$ cat src/rtl/riscv_wb_pkg.sv
// Shared constants and the writeback request type used by the
// writeback unit and its ALU result FIFO.
package riscv_wb_pkg;
    localparam int DATA_W = 32;
    localparam int ADDR_W = 5;
    localparam int NREGS  = 1 << ADDR_W;

    typedef struct packed {
        logic [ADDR_W-1:0] rd;
        logic [DATA_W-1:0] data;
    } wb_req_t;
endpackage

$ cat src/rtl/wb_fifo.sv
// Synchronous FIFO of writeback requests with registered occupancy count.
// Pointers wrap modulo DEPTH, which must be a power of two.
module wb_fifo
    import riscv_wb_pkg::*;
#(
    parameter int DEPTH = 4
) (
    input  logic    clock_i,
    input  logic    reset_i,
    input  logic    push_i,
    input  wb_req_t push_data_i,
    input  logic    pop_i,
    output wb_req_t head_o,
    output logic    full_o,
    output logic    empty_o
);
    localparam int PW = $clog2(DEPTH);
    localparam int CW = PW + 1;

    wb_req_t         r_mem [DEPTH];
    logic [PW-1:0]   r_wptr;
    logic [PW-1:0]   r_rptr;
    logic [CW-1:0]   r_count;
    logic            w_push;
    logic            w_pop;

    assign full_o  = (r_count == CW'(DEPTH));
    assign empty_o = (r_count == '0);
    assign w_push  = push_i && !full_o;
    assign w_pop   = pop_i && !empty_o;
    assign head_o  = r_mem[r_rptr];

    always_ff @(posedge clock_i or posedge reset_i) begin
        if (reset_i) begin
            r_wptr  <= '0;
            r_rptr  <= '0;
            r_count <= '0;
        end else begin
            if (w_push) r_wptr <= r_wptr + 1'b1;
            if (w_pop)  r_rptr <= r_rptr + 1'b1;
            case ({w_push, w_pop})
                2'b10:   r_count <= r_count + 1'b1;
                2'b01:   r_count <= r_count - 1'b1;
                default: r_count <= r_count;
            endcase
        end
    end

    // Storage needs no reset: entries are only read behind a valid count.
    always_ff @(posedge clock_i) begin
        if (w_push) r_mem[r_wptr] <= push_data_i;
    end
endmodule

$ cat src/rtl/regfile_writeback_unit.sv
// Writeback stage owning the register-file write port: loads bypass and win,
// ALU results queue in a FIFO; also keeps the per-register busy scoreboard.
module regfile_writeback_unit
    import riscv_wb_pkg::*;
#(
    parameter int FIFO_DEPTH = 4
) (
    input  logic              clock_i,
    input  logic              reset_i,
    input  logic              alu_valid_i,
    input  logic [ADDR_W-1:0] alu_rd_i,
    input  logic [DATA_W-1:0] alu_data_i,
    output logic              alu_ready_o,
    input  logic              mem_valid_i,
    input  logic [ADDR_W-1:0] mem_rd_i,
    input  logic [DATA_W-1:0] mem_data_i,
    input  logic              issue_valid_i,
    input  logic [ADDR_W-1:0] issue_rd_i,
    output logic [NREGS-1:0]  busy_o,
    output logic              write_ena_o,
    output logic [ADDR_W-1:0] W_adress_o,
    output logic [DATA_W-1:0] d_o,
    output logic              err_o
);
    logic              r_we;
    logic [ADDR_W-1:0] r_addr;
    logic [DATA_W-1:0] r_data;
    logic [NREGS-1:0]  r_busy;
    logic              r_err;

    logic              w_full;
    logic              w_empty;
    logic              w_alu_acc;
    logic              w_push;
    logic              w_pop;
    wb_req_t           w_push_req;
    wb_req_t           w_head;
    logic [NREGS-1:0]  w_busy_nxt;
    logic              w_err_issue;
    logic              w_err_res;

    assign alu_ready_o = !w_full;
    assign w_alu_acc   = alu_valid_i && alu_ready_o;
    // rd=0 results are accepted but never occupy a FIFO slot.
    assign w_push      = w_alu_acc && (alu_rd_i != '0);
    assign w_pop       = !mem_valid_i && !w_empty;
    assign w_push_req  = '{rd: alu_rd_i, data: alu_data_i};

    wb_fifo #(.DEPTH(FIFO_DEPTH)) u_fifo (
        .clock_i     (clock_i),
        .reset_i     (reset_i),
        .push_i      (w_push),
        .push_data_i (w_push_req),
        .pop_i       (w_pop),
        .head_o      (w_head),
        .full_o      (w_full),
        .empty_o     (w_empty)
    );

    // Clear on the commit edge, then set, so a re-issue racing its own write stays busy.
    always_comb begin
        w_busy_nxt = r_busy;
        if (r_we) w_busy_nxt[r_addr] = 1'b0;
        if (issue_valid_i && issue_rd_i != '0) w_busy_nxt[issue_rd_i] = 1'b1;
        w_busy_nxt[0] = 1'b0;
    end

    assign w_err_issue = issue_valid_i && (issue_rd_i != '0) && r_busy[issue_rd_i]
                         && !(r_we && r_addr == issue_rd_i);
    assign w_err_res   = (w_alu_acc && (alu_rd_i != '0) && !r_busy[alu_rd_i])
                         || (mem_valid_i && (mem_rd_i != '0) && !r_busy[mem_rd_i]);

    always_ff @(posedge clock_i or posedge reset_i) begin
        if (reset_i) begin
            r_we   <= 1'b0;
            r_addr <= '0;
            r_data <= '0;
            r_busy <= '0;
            r_err  <= 1'b0;
        end else begin
            r_busy <= w_busy_nxt;
            if (w_err_issue || w_err_res) r_err <= 1'b1;
            if (mem_valid_i) begin
                r_we <= (mem_rd_i != '0);
                if (mem_rd_i != '0) begin
                    r_addr <= mem_rd_i;
                    r_data <= mem_data_i;
                end
            end else if (w_pop) begin
                r_we   <= 1'b1;
                r_addr <= w_head.rd;
                r_data <= w_head.data;
            end else begin
                r_we <= 1'b0;
            end
        end
    end

    assign write_ena_o = r_we;
    assign W_adress_o  = r_addr;
    assign d_o         = r_data;
    assign busy_o      = r_busy;
    assign err_o       = r_err;
endmodule

$ cat config.mk
export PLATFORM = sky130hd
export DESIGN_NAME = regfile_writeback_unit
export DESIGN_NICKNAME = d
export VERILOG_FILES = /design/src/rtl/riscv_wb_pkg.sv /design/src/rtl/wb_fifo.sv /design/src/rtl/regfile_writeback_unit.sv
export SDC_FILE = /design/constraint.sdc
export NUM_CORES = 1
export LEC_CHECK = 0
export ABC_AREA = 1
export BUFFER_PORTS_ARGS = -buffer_cell sky130_fd_sc_hd__buf_4
export CAP_MARGIN = 20
export CORE_MARGIN = 2
export CORE_UTILIZATION = 51
export CTS_CLUSTER_SIZE = 16
export DETAILED_ROUTE_END_ITERATION = 16
export GPL_ROUTABILITY_DRIVEN = 0
export GPL_TIMING_DRIVEN = 0
export PLACE_DENSITY = 0.72
export SETUP_SLACK_MARGIN = 0.2
export SYNTH_ARGS = -nofsm -noshare
export SYNTH_HDL_FRONTEND = slang
export SYNTH_SLANG_ARGS = --single-unit
$ cat constraint.sdc
create_clock -name clock_i -period 3.1 [get_ports clock_i]
set_clock_uncertainty 0.15 [all_clocks]
set_input_delay 0.465 -clock clock_i [delete_from_list [all_inputs] [get_ports clock_i]]
set_output_delay 0.465 -clock clock_i [all_outputs]
set_load 0.05 [all_outputs]
Word level (Yosys, flattened, before mapping) --
Memories as Yosys holds them, arrays and structs flattened. Cells that the tools add are included.
Operators by class: mux-type cells 23, bitwise gates (word level) 3, equality and inequality tests 5, add/sub/neg operators 4, reductions and logical operators 29, order comparisons 6
Operator list (count):
- 32-bit two-way mux | 5
- 32-bit bitwise AND | 1
- 32-bit inverter | 1
- 32-bit OR | 1
- 5-bit by 6-bit less-than comparator with 1-bit output, second input constant | 4
- 1-bit binary-select mux with 5-bit select | 3
- 5-bit two-way mux | 3
- 5-bit nonzero test | 3
- 1-bit logical AND | 14
- 1-bit demux with 5-bit select | 2
- 5-bit by 1-bit greater-or-equal comparator with 1-bit output, second input constant | 2
- 1-bit two-way mux | 9
- 1-bit zero test | 6
- 3-bit case mux with 2 select lines | 1
- 5-bit equality test | 1
- 2-bit by 1-bit adder with 2-bit output, second input constant | 2
- 2-bit nonzero test | 2
- 3-bit by 1-bit adder with 3-bit output, second input constant | 1
- 3-bit equality test, second input constant | 1
- 3-bit zero test | 1
- 3-bit by 1-bit subtractor with 3-bit output, second input constant | 1
- 2-bit by 1-bit equality test with 1-bit output, second input constant | 1
- 2-bit equality test, second input constant | 1
- 1-bit logical OR | 2
- other kinds (2) | 2
Word-level totals: word-level logic and storage cells 79, memories kept 1, flip-flop bits (word level) 77, RAM bits 148, input port bits 84, output and inout bits 72
Memories:
- u_fifo.r_mem | depth 4, bits a word 37, read ports 1, clocked after memory_dff 0, write ports 1, RTL line wb_fifo.sv:20 | wb_req_t r_mem [DEPTH];

Logic depth before layout (Yosys ltp) --
Gate-level depths: netlist of the first run.
word-level depth 9, depth in mapped cells 12, mapped depth without buffers 11

Modules after synthesis --
Synthesis of the first run repeated with hierarchy kept, for this count alone.
Second synthesis, totals: cell total of the unflattened synthesis 1081, area, all modules 10637.7 sq um
By module, submodules not included:
- wb_fifo | area an instance 6348.6 sq um, cells each 494, seq. area each 4619.4 sq um, instances 1
- regfile_writeback_unit | area an instance 4289.1 sq um, cells each 587, seq. area each 1751.7 sq um, instances 1

Least setup slack after synthesis of the first run --
No wires, ideal clock.
path type register to register, start point reg u_fifo.r_count[0], end point mem u_fifo.r_mem[0][0] (netlist bit) (enable), cell stages (with the launch flop) 5, slack -201 ps, data required time 2519 ps, clock period less this slack 3301 ps, setup time 431 ps, path buffers 0, arrival time 2720 ps, cell sequence dfrtp_1 -> inv_1 -> nand3_1 -> nand3_2 -> nor2_1
Between the ends: longest elaborated chain between the ends 7
Ends and longest elaborated chain:
- start, declared | RTL line wb_fifo.sv:23 | logic [CW-1:0] r_count;
- start signal, assigned | RTL line wb_fifo.sv:42 | 2'b10: r_count <= r_count + 1'b1;
- start signal, assigned | RTL line wb_fifo.sv:43 | 2'b01: r_count <= r_count - 1'b1;
- start signal, assigned | RTL line wb_fifo.sv:44 | default: r_count <= r_count;
- 3-bit equality test (*) | RTL line wb_fifo.sv:27 | assign full_o = (r_count == CW'(DEPTH));
- 1-bit zero test (*) | RTL line regfile_writeback_unit.sv:42 | assign alu_ready_o = !w_full;
- net alu_ready_o | RTL line regfile_writeback_unit.sv:13 | output logic alu_ready_o,
- 1-bit logical AND | RTL line regfile_writeback_unit.sv:43 | assign w_alu_acc = alu_valid_i && alu_ready_o;
- 1-bit logical AND | RTL line regfile_writeback_unit.sv:45 | assign w_push = w_alu_acc && (alu_rd_i != '0);
- 1-bit logical AND (*) | RTL line wb_fifo.sv:29 | assign w_push = push_i && !full_o;
- 1-bit two-way mux (*) | RTL line wb_fifo.sv:51 | if (w_push) r_mem[r_wptr] <= push_data_i;
- 1-bit two-way mux (implied by the code) (*) | RTL line wb_fifo.sv:51
- end, declared | RTL line wb_fifo.sv:20
The timed path passes the listed nets; every way through them passes the cells marked *.

Final worst setup path of the first run --
start point in alu_rd_i[0], end point reg u_fifo.r_count[2]
Between the ends: longest elaborated chain between the ends 5, elaborated cells on any way between the ends 7, those cells by class eq/ne (2); mux (1); reduce/logical (4)
Ends and longest elaborated chain:
- start, declared | RTL line regfile_writeback_unit.sv:11 | input logic [ADDR_W-1:0] alu_rd_i,
- 5-bit nonzero test (*) | RTL line regfile_writeback_unit.sv:45
- 1-bit logical AND (*) | RTL line regfile_writeback_unit.sv:45
- 1-bit logical AND (*) | RTL line wb_fifo.sv:29
- 2-bit by 1-bit equality test with 1-bit output / 2-bit equality test (equally long branches) | RTL line wb_fifo.sv:41 | case ({w_push, w_pop})
- 3-bit case mux with 2 select lines / 2-bit nonzero test (equally long branches)
Mark *: on every way between the ends. The rest lies on a longest branch, timed or not. A chain may end at the register's enable or synchronous reset.

==> impl_results.md, run 1 <==
* Fin crit share at 0.7999
* Total length of routed wires at between 20 and 30 mm
* Starting Density at 0.5202
* Detailed-route wire length per cell at 18.43 µm
* Leak at 5.293 nW
* Antenna cells at 0
* Largest cells by area after synthesis: edfxtp_1, dfrtp_1, nand2_1
* Placed Area at 11770 µm²
* Worst-path clk slew at around 0.06 ns
* Max Freq at 403.3 MHz
* Asr flop ratio synth at 0.3422
* Final Net Count at 1317
* RSZ-0062 raised after global routing: no
* Hold Fails Final Rpt at 0
* Post-synthesis xor/xnor area fraction at 0.004311
* Worst path required time at between 3 and 4 ns
* Total CTS buffers at 24
* Fin cells at 1510
* CP startpoint kind: input port
* EDFF count, synth at 148
* Critical-path top delay cell: fa_1
* Clock sink count at roughly 230
* Crit-path max FO at 10
* Post-synthesis simple-gate area fraction at 0.1626
* CORE AREA at 19530 µm²
* Crit path DAT at 2.72 ns
* Buffers added on ports at 152
* P_int at 7.743 mW
* Sequential area share after synthesis at 0.6272
* Final Util at 0.6597
* Logic pwr share at 0.409
* 1st-iter DRT viols at 799
* Post-place setup slack at 0.1369 ns
* Post-synthesis compound-gate area fraction at 0.1405
* Setup violators final at 0
* Ys flop type: edfxtp_1
* Mapped Cells at 1023
* Slew Limit Headroom at 0.5468
* Sw Pwr at 5.534 mW
* Crit-path cells: buf_4, buf_4, buf_2, nor3_1, nand3_1, nand3_2, ha_1, inv_1, fa_1, a21oi_1, o21ai_0, xor2_1
* DR vias/cell at 5.561
* DP Cell Count at 1445
* Mapped cell area at 10160 µm²
* Final setup TNS at 0 ns
* Layout cells sized above 1 at 0.2048
* ANT nets after route at 0
* Cell taking the most area after synthesis: edfxtp_1
* Largest net degree at the start of global routing at 50
* Largest family of logic cells by synthesized area: simple AND/OR/NAND/NOR gates
* Commonest cells in the netlist: nand2_1, edfxtp_1, o21ai_0
* Crit path largest cell delay at 0.38 ns
* Part of the power in registers at 0.350
* Worst slew pin tran at 0.6798 ns
* Total congestion overflow at 0
* First-pass GRT wire length at 44.21 mm
* Synth Area in Adders at 0.008129
* Yosys warning count at 0
* Top Ports at 156
* Root Driver: clkbuf_16
* Clk_lat worst skew at 0.51 ns
* Synth top area share at 0.4375
* Vias post-DR at 8397
* Max-slew violation count at 0
* Cell variety after synth at 34
* Max rail drop VDD at roughly 550 µV
* Chip Height at roughly 150 µm
* DRC viols at 0
* H-Tree Depth at 1
* CP Capture Type: register
* Pwr Density at roughly 1000 nW/µm²
* Synthesized area per cell at 9.930 µm²
* Fin crit period at 2.480 ns
* Seq cells post-synth at 225
* Top-count cell post-synth: nand2_1
* Clock share of power at 0.241
* Gr usage total at 0.2644
* Initial antenna violation count at 0
* # Max-Cap Violations at 0
* Sw frac at 0.4168
* Final HPWL DP at around 19 mm
* Mux cell area share after synthesis at 0
* Die Width at 145.1 µm
* CTS max path bufs at 3
* Row Count at 51
* Die ar. at between 20000 and 25000 µm²
* TritonCTS clock tree: built
* Most frequent CP cell: buf_4
* Synth Net Count at 1113
* Vias in the first global route at around 8k
* DR pass1 iterations at 5
* Setup WS post-layout at 0.6202 ns
* Fin area at 12880 µm²
* Worst hold path type: in -> reg
* Syn-to-layout area delta at 26.81%
* Status: completed
* Critical path type: in -> reg
-- area by class of cell --
cell class	count	area [µm²]
plain buffers	51	316.6
clock inverters	12	219.0
repair buffers	178	1459
flip-flops and latches	225	6371
well taps	265	331.6
fillers	1558	6644
multi-input cells	678	3239
clock buffers	32	681.9
inverters	69	264.0
-- sequential cells by signal, indices dropped and copies added, names as in the netlist --
signal,cells
W_adress_o,5
busy_o,31
d_o,32
err_o,1
u_fifo.r_count,3
u_fifo.r_mem,148
u_fifo.r_rptr,2
u_fifo.r_wptr,2
write_ena_o,1
-- layer usage --
layer	wire length, µm	vias up	track usage
li1	-	3942	-
met2	13280	418	0.4300
met1	11360	3982	0.3659
met3	2461	55	0.04748
met5	0	-	0
met4	734	0	0.08137
-- logic make-up after synthesis --
logic type / after synthesis
simple gates: 401
fa+ha+maj: 6
compound gates: 265
other cells: 1
flops: 225
buf+inv: 120
xor+xnor: 5
-- path summary, 6_finish.rpt --
kind / startpoint / endpoint / slack, ns / cells past startpoint
worst max-delay path: alu_rd_i[0] / u_fifo.r_count[2]$_DFFE_PP0P_ / 0.62 / 12
worst min-delay path: alu_data_i[11] / u_fifo.r_mem[1][11]$_DFFE_PP_ / 0.01 / 1
worst max register to register: u_fifo.r_count[0]$_DFFE_PP0P_ / u_fifo.r_count[2]$_DFFE_PP0P_ / 0.78 / 9
worst min register to register: u_fifo.r_count[0]$_DFFE_PP0P_ / u_fifo.r_count[0]$_DFFE_PP0P_ / 0.34 / 1
max in group asynchronous: reset_i / W_adress_o[0]$_DFFE_PP0P_ / 1.80 / 4
min in group asynchronous: reset_i / d_o[31]$_DFFE_PP0P_ / 0.40 / 3
-- worst max-delay path: cells and delay by family --
kind,cells,cell delay [ns]
compound gates,2,0.28
xor+xnor,1,0.15
fa+ha+maj,2,0.59
simple gates,3,0.69
buf+inv,4,0.55
-- power groups by stage --
| stage | registers, mW | logic (mW) | clock network, mW |
|---|---|---|---|
| after floorplan | 5.94 | 2.22 | 0 |
| after global placement | 4.73 | 5.18 | 0 |
| after detailed placement | 4.69 | 5.36 | 0 |
| after CTS | 4.64 | 5.42 | 3.23 |
| after global routing | 4.74 | 5.88 | 3.37 |
| final | 4.65 | 5.42 | 3.20 |
-- placed cells by master (no fill, tap or decap), types with 6 or more instances in the layout --
cell / instances
o22ai_1: 38
nand2_1: 189
dlygate4sd3_1: 21
buf_6: 11
buf_2: 11
nand3_1: 65
buf_4: 159
o21ai_0: 139
inv_1: 62
clkbuf_1: 24
a21oi_1: 73
edfxtp_1: 148
dfrtp_1: 77
bufinv_16: 6
clkbuf_16: 25
nor2_1: 122
nor3_1: 11
-- timing repair --
action                    CTS  global route
hold buffers               15             6
resized for setup           0             0
buffers inserted            0             0
hold endpoints to repair   75            15
-- metrics by stage --
stage | hold slack (ns) | power [mW]
6_report | 0.01142 | 13.28
3_5_place_dp | 0.3229 | 10.05
4_1_cts | 0.0001082 | 13.29
3_3_place_gp | 0.3132 | 9.903
5_1_grt | 0.0003249 | 13.98
2_1_floorplan | 0.2965 | 8.160
Note: power is estimated with default switching activity, not from simulation.
==> inputs of run 2 (changes only) <==
--- a/config.mk
+++ b/config.mk
@@ -5,16 +5,16 @@
 export SDC_FILE = /design/constraint.sdc
 export NUM_CORES = 1
 export LEC_CHECK = 0
-export ABC_AREA = 1
+export ABC_AREA = 0
 export BUFFER_PORTS_ARGS = -buffer_cell sky130_fd_sc_hd__buf_4
 export CAP_MARGIN = 20
 export CORE_MARGIN = 2
-export CORE_UTILIZATION = 51
+export CORE_UTILIZATION = 56
 export CTS_CLUSTER_SIZE = 16
 export DETAILED_ROUTE_END_ITERATION = 16
 export GPL_ROUTABILITY_DRIVEN = 0
 export GPL_TIMING_DRIVEN = 0
-export PLACE_DENSITY = 0.72
+export PLACE_DENSITY = 0.75
 export SETUP_SLACK_MARGIN = 0.2
 export SYNTH_ARGS = -nofsm -noshare
 export SYNTH_HDL_FRONTEND = slang
==> constraint.sdc (replaced) <==
create_clock -name clock_i -period 2.5 [get_ports clock_i]
set_clock_uncertainty 0.15 [all_clocks]
set_input_delay 0.375 -clock clock_i [delete_from_list [all_inputs] [get_ports clock_i]]
set_output_delay 0.375 -clock clock_i [all_outputs]
set_load 0.05 [all_outputs]
==> impl_results.md, run 2 <==
* ANT nets after route at 0 (unchanged)
* CP Capture Type: register
* Total congestion overflow at 0 (unchanged)
* Final HPWL DP at 15.38 mm (-18%)
* DRC viols at 0 (unchanged)
* Antenna cells at 0 (unchanged)
* Die ar. at 18340 µm² (-13%)
* Top-count cell post-synth: edfxtp_1
* Root Driver: clkbuf_16
* Detailed-route wire length per cell at 22.45 µm (+22%)
* Vias in the first global route at 6751 (-16%)
* Yosys warning count at 0 (unchanged)
* Max reg flops at 148 (unchanged)
* Worst path required time at 2.78 ns (-0.56 ns)
* # Max-Cap Violations at 0 (unchanged)
* Cell taking the most area after synthesis: edfxtp_1
* Final Util at 0.7247 (+0.06496)
* Max-slew violation count at 0 (unchanged)
* Chip Height at 135.4 µm (-6.7%)
* Sequential area share after synthesis at 0.6586 (+0.03139)
* RSZ-0062 raised after global routing: no
* Max rail drop VDD at 953.2 µV (+74%)
* CTS max path bufs at 3 (unchanged)
* Top Ports at 156 (unchanged)
* Crit-path max FO at 5 (-5)
* Worst slew pin tran at 0.8948 ns (+0.2150 ns)
* Cell variety after synth at 43 (+26%)
* 1st-iter DRT viols at 617 (-23%)
* First-pass GRT wire length at 37.03 mm (-16%)
* Commonest non-fill, non-tap cell in the layout: buf_4
* Largest register by flop count: u_fifo.r_mem
* CORE AREA at 17120 µm² (-12%)
* Pwr Density at 1246 nW/µm² (+21%)
* Largest cells by area after synthesis: edfxtp_1, dfrtp_1, mux4_2
* DR vias/cell at 6.057 (+8.9%)
* Clk_lat worst skew at 0.51 ns (about the same)
* Mapped Cells at 612 (-40%)
* Ys flop type: edfxtp_1
* Worst hold path type: in -> reg
* Synthesized area per cell at 15.81 µm² (+59%)
* Asr flop ratio synth at 0.3422 (unchanged)
* Gr usage total at 0.2679 (+0.003460)
* Status: completed
* Fin crit share at 0.8790
* Fin crit period at 2.197 ns
* Mapped cell area at 9674 µm² (-4.8%)
* Buffers added on ports at 149 (-2.0%)
* Commonest cells in the netlist: edfxtp_1, dfrtp_1, o21ai_0
* Syn-to-layout area delta at 28.22%
* Total length of routed wires at 24.18 mm (-13%)
* Leak at 4.759 nW (-10%)
* Clock sink count at 225 (unchanged)
* Layout cells sized above 1 at 0.3216 (+0.1168)
* Worst-path clk slew at 0.06 ns (about the same)
* Crit path DAT at 2.48 ns (-0.24 ns)
* Hold_ws at 0.02352 ns (+0.01210 ns)
* Seq cells post-synth at 225 (unchanged)
* Critical path type: reg -> reg
* Setup violators final at 0 (unchanged)
* H-Tree Depth at 1 (unchanged)
* CP startpoint kind: register
* WP buf/inv at 1 (-3)
* Synth Net Count at 702 (-37%)
* Starting Density at 0.5652 (+0.04496)
* Row Count at 48 (-5.9%)
* CP delay by family, top: simple AND/OR/NAND/NOR gates
* Die Width at 135.4 µm (-6.7%)
* Synth top area share at 0.4594 (+0.02190)
* EDFF count, synth at 148 (unchanged)
* Final Net Count at 924 (-30%)
* Largest net degree at the start of global routing at 38 (-24%)
* TritonCTS clock tree: built
* Crit path largest cell delay at 0.49 ns (+0.11 ns)
* Vias post-DR at 6523 (-22%)
* Most frequent cells in the layout: buf_4, edfxtp_1, dfrtp_1
* Critical-path top delay cell: nor2_1
* DR pass1 iterations at 5 (unchanged)
* Hold Fails Final Rpt at 0 (unchanged)
* Slew Limit Headroom at 0.4034 (-0.1434)
* Total CTS buffers at 24 (unchanged)
* Initial antenna violation count at 0 (unchanged)
* Max Freq at 455.1 MHz
* Power Total at 15.45 mW (+16%)
* Crit-path cells: nor3_1, nor2_1, ha_4, inv_2, fa_2, xor2_1, nor2_1, xor2_1
-- run 2: path summary, 6_finish.rpt --
kind	from	endpoint	slack, ns	cells past startpoint
hold / removal	mem_data_i[31]	d_o[31]$_DFFE_PP0P_	0.02	3
setup / recovery	u_fifo.r_count[2]$_DFFE_PP0P_	u_fifo.r_count[2]$_DFFE_PP0P_	0.30	8
min in group asynchronous	reset_i	d_o[4]$_DFFE_PP0P_	0.32	3
max in group asynchronous	reset_i	busy_o[28]$_DFF_PP0_	1.31	4
setup reg to reg	u_fifo.r_count[2]$_DFFE_PP0P_	u_fifo.r_count[2]$_DFFE_PP0P_	0.30	8
hold reg to reg	u_fifo.r_count[2]$_DFFE_PP0P_	u_fifo.r_count[2]$_DFFE_PP0P_	0.35	1
-- run 2: cell families after synthesis --
group / synth area share
flops: 0.6586
simple gates: 0.05277
fa+ha+maj: 0.008536
other cells: 0.0003876
buf+inv: 0.01979
xor+xnor: 0.009958
compound gates: 0.06493
mux: 0.1851
-- run 2: area by class of cell --
class / instances / area [µm²]
flip-flops and latches: 225 / 6371
multi-input cells: 345 / 3151
repair buffers: 196 / 1604
inverters: 8 / 33.78
plain buffers: 34 / 181.4
well taps: 225 / 281.5
clock inverters: 6 / 88.84
fillers: 1117 / 4712
clock buffers: 38 / 693.2
-- run 2: what timing repair did --
action,4_1_cts,5_1_grt
gates resized for setup,4,3
setup endpoints to repair,79,47
setup buffers,0,2
hold endpoints to repair,170,0
hold buffers,43,0
pin swaps,0,1
-- run 2: where the power goes --
group	internal, mW	switching (mW)	leakage, nW
registers	5.07	0.710	2.23
logic	2.30	3.88	2.15
clock network	2.11	1.38	0.379
-- run 2: tightest hold or removal path, cell delays in order --
cell	delay, ns
buf_4	0.08
mux2i_1	0.06
a21oi_1	0.13
-- run 2: routing by layer --
metal / vias up / part of all wire / global-route usage
li1: 2827 / - / -
met1: 3311 / 0.38 / 0.3481
met2: 334 / 0.51 / 0.4631
met3: 51 / 0.083 / 0.05200
met4: 0 / 0.025 / 0.08160
met5: - / 0 / 0
-- run 2: stage by stage --
step / std cells / worst slack, ns / setup TNS [ns] / cell area, µm²
5_1_grt: 1077 / 0.2058 / 0 / 12400
3_5_place_dp: 988 / -0.1973 / -17.47 / 11170
3_3_place_gp: 986 / -0.1586 / -16.00 / 11130
6_report: 1077 / 0.3026 / 0 / 12400
2_1_floorplan: 612 / 0.06317 / 0 / 9726
4_1_cts: 1075 / 0.2022 / 0 / 12380
==> inputs of run 3 (changes only) <==
--- a/config.mk
+++ b/config.mk
@@ -6,7 +6,7 @@
 export NUM_CORES = 1
 export LEC_CHECK = 0
 export ABC_AREA = 0
-export BUFFER_PORTS_ARGS = -buffer_cell sky130_fd_sc_hd__buf_4
+export BUFFER_PORTS_ARGS = -buffer_cell sky130_fd_sc_hd__buf_2
 export CAP_MARGIN = 20
 export CORE_MARGIN = 2
 export CORE_UTILIZATION = 56
==> impl_results.md, run 3 (synthesized netlist as in run 2, its figures left out) <==
* Final Util at 0.6997 (-0.02500)
* CORE AREA at 17120 µm² (unchanged)
* Clock share of power at 0.238 (+0.012)
* Sw frac at 0.3938 (+0.007093)
* Chip Height at 135.4 µm (unchanged)
* Worst slew pin tran at 0.9033 ns (+0.008451 ns)
* Leak at 4.584 nW (-3.7%)
* CP startpoint kind: register
* Multi-input gate area at 3151 µm² (unchanged)
* H-Tree Depth at 1 (unchanged)
* P_int at 9.196 mW (-3.0%)
* Commonest non-fill, non-tap cell in the layout: buf_2
* Crit-path max FO at 5 (unchanged)
* Crit path largest cell delay at 0.42 ns (-0.07 ns)
* Crit-path cells: or3b_4, o211a_4, inv_2, ha_4, inv_2, fa_2, xor2_1, nor2_1, xor2_1
* Buffers added on ports at 149 (unchanged)
* ANT nets after route at 0 (unchanged)
* Largest net degree at the start of global routing at 40 (+5.3%)
* Critical path type: reg -> reg
* Top Ports at 156 (unchanged)
* Placed Area at 10770 µm² (-3.5%)
* Max rail drop VDD at 795.8 µV (-17%)
* Detailed-route wire length per cell at 21.66 µm (-3.5%)
* Final Net Count at 917 (-0.76%)
* CTS max path bufs at 3 (unchanged)
* Worst hold path type: in -> reg
* Die ar. at 18340 µm² (unchanged)
* Most frequent cells in the layout: buf_2, edfxtp_1, dfrtp_1
* Max reg flops at 148 (unchanged)
* Final HPWL DP at 15.11 mm (-1.8%)
* Worst-path clk slew at 0.07 ns (about the same)
* Largest register by flop count: u_fifo.r_mem
* Critical-path top delay cell: or3b_4
* Setup violators final at 0 (unchanged)
* Final setup TNS at 0 ns (unchanged)
* 1st-iter DRT viols at 673 (+9.1%)
* Clock sink count at 225 (unchanged)
* Crit path DAT at 2.49 ns (about the same)
* Total congestion overflow at 0 (unchanged)
* Fin crit share at 0.8788 (about the same)
* Total length of routed wires at 23.16 mm (-4.2%)
* Sw Pwr at 5.973 mW (about the same)
* DR vias/cell at 6.014 (-0.70%)
* Worst path required time at 2.79 ns (about the same)
* Status: completed
* Fin area at 11980 µm² (-3.4%)
* Pwr Density at 1267 nW/µm² (+1.7%)
* Root Driver: clkbuf_16
* Hold Fails Final Rpt at 0 (unchanged)
* Fill cells at 1145 (+2.5%)
* Gr usage total at 0.2573 (-0.01056)
* Clk_lat worst skew at 0.52 ns (about the same)
* Initial antenna violation count at 1 (+1)
* Max-slew violation count at 0 (unchanged)
* Total CTS buffers at 23 (-4.2%)
* Part of the power in registers at 0.378 (+0.004)
* Register Area at 6371 µm² (unchanged)
* Syn-to-layout area delta at 23.80%
* Slew Limit Headroom at 0.3965 (-0.006902)
* Die Width at 135.4 µm (unchanged)
* Row Count at 48 (unchanged)
* DRC viols at 0 (unchanged)
* Vias in the first global route at 6632 (-1.8%)
* First-pass GRT wire length at 35.88 mm (-3.1%)
* TritonCTS clock tree: built
* Vias post-DR at 6429 (-1.4%)
* # Max-Cap Violations at 0 (unchanged)
* Logic pwr share at 0.384 (-0.016)
* DR pass1 iterations at 5 (unchanged)
* Max Freq at 455.2 MHz (about the same)
* Starting Density at 0.5652 (unchanged)
* Fin crit period at 2.197 ns (-0.0005230 ns)
* CP Capture Type: register
* Layout cells sized above 1 at 0.3286 (+0.006992)
* RSZ-0062 raised after global routing: no
==> run 3: cell count changes in the layout (fill, tap and decap cells not counted), moves of 2 or more <==
cell	before	now
buf_2	9	157
dlygate4sd3_1	43	36
buf_4	152	5
clkbuf_1	25	19
clkinvlp_4	1	5
clkbuf_8	4	1
bufinv_16	2	4
==> run 3: area by class of cell <==
class / count / share of cell area
flip-flops and latches: 225 / 0.5320
multi-input cells: 345 / 0.2631
repair buffers: 190 / 0.09653
clock buffers: 28 / 0.05046
well taps: 225 / 0.02351
clock inverters: 13 / 0.01619
plain buffers: 34 / 0.01525
inverters: 8 / 0.002821
diodes: 1 / 0.0002089
==> run 3: per-layer routing <==
metal | global-route usage | vias to the layer above | part of all wire
li1 | - | 2815 | -
met1 | 0.3401 | 3226 | 0.39
met2 | 0.4340 | 330 | 0.51
met3 | 0.04976 | 58 | 0.080
met4 | 0.08854 | 0 | 0.024
met5 | 0 | - | 0
==> run 3: power by group through the flow <==
stage	registers, mW	logic [mW]	clock network [mW]
final	5.74	5.83	3.60
after global routing	5.84	6.20	3.80
after CTS	5.73	5.80	3.65
after detailed placement	5.79	5.71	0
after global placement	5.70	5.61	0
after floorplan	7.38	2.52	0
==> run 3: worst max-delay path: cells and delay by family (launching register included) <==
family,cells,cell delay (ns)
XOR/XNOR,2,0.31
AND/OR/NAND/NOR,2,0.53
flip-flops,1,0.38
buffers and inverters,2,0.12
adder cells (fa/ha/maj),2,0.46
AO/OA/AOI/OAI,1,0.18
==> run 3: metrics by stage <==
step,setup WS (ns),cells,power (mW),hold slack (ns)
detailed placement,-0.2406,987,11.50,0.3321
CTS,0.2045,1064,15.18,0.002887
finish,0.3031,1069,15.17,0.005347
global placement,-0.1805,986,11.31,0.3203
floorplan,0.06317,612,9.894,0.3036
global route,0.1906,1069,15.83,0.008268
==> run 3: final timing paths <==
path	startpoint	endpoint	slack (ns)	cells past startpoint
worst max-delay path	u_fifo.r_count[1]$_DFFE_PP0P_	u_fifo.r_count[2]$_DFFE_PP0P_	0.30	9
worst min-delay path	mem_data_i[15]	d_o[15]$_DFFE_PP0P_	0.005	3
worst max register to register	u_fifo.r_count[1]$_DFFE_PP0P_	u_fifo.r_count[2]$_DFFE_PP0P_	0.30	9
worst min register to register	u_fifo.r_count[2]$_DFFE_PP0P_	u_fifo.r_count[2]$_DFFE_PP0P_	0.34	1
max in group asynchronous	reset_i	d_o[25]$_DFFE_PP0P_	1.06	4
min in group asynchronous	reset_i	d_o[6]$_DFFE_PP0P_	0.43	3
==> run 3: timing repair <==
item / CTS / global route
buffers inserted: 0 / 4
gates cloned: 0 / 0
resized for setup: 3 / 4
hold buffers: 36 / 0
endpoints found under the setup margin: 43 / 83
endpoints found under the hold margin: 175 / 0
pin swaps: 0 / 3
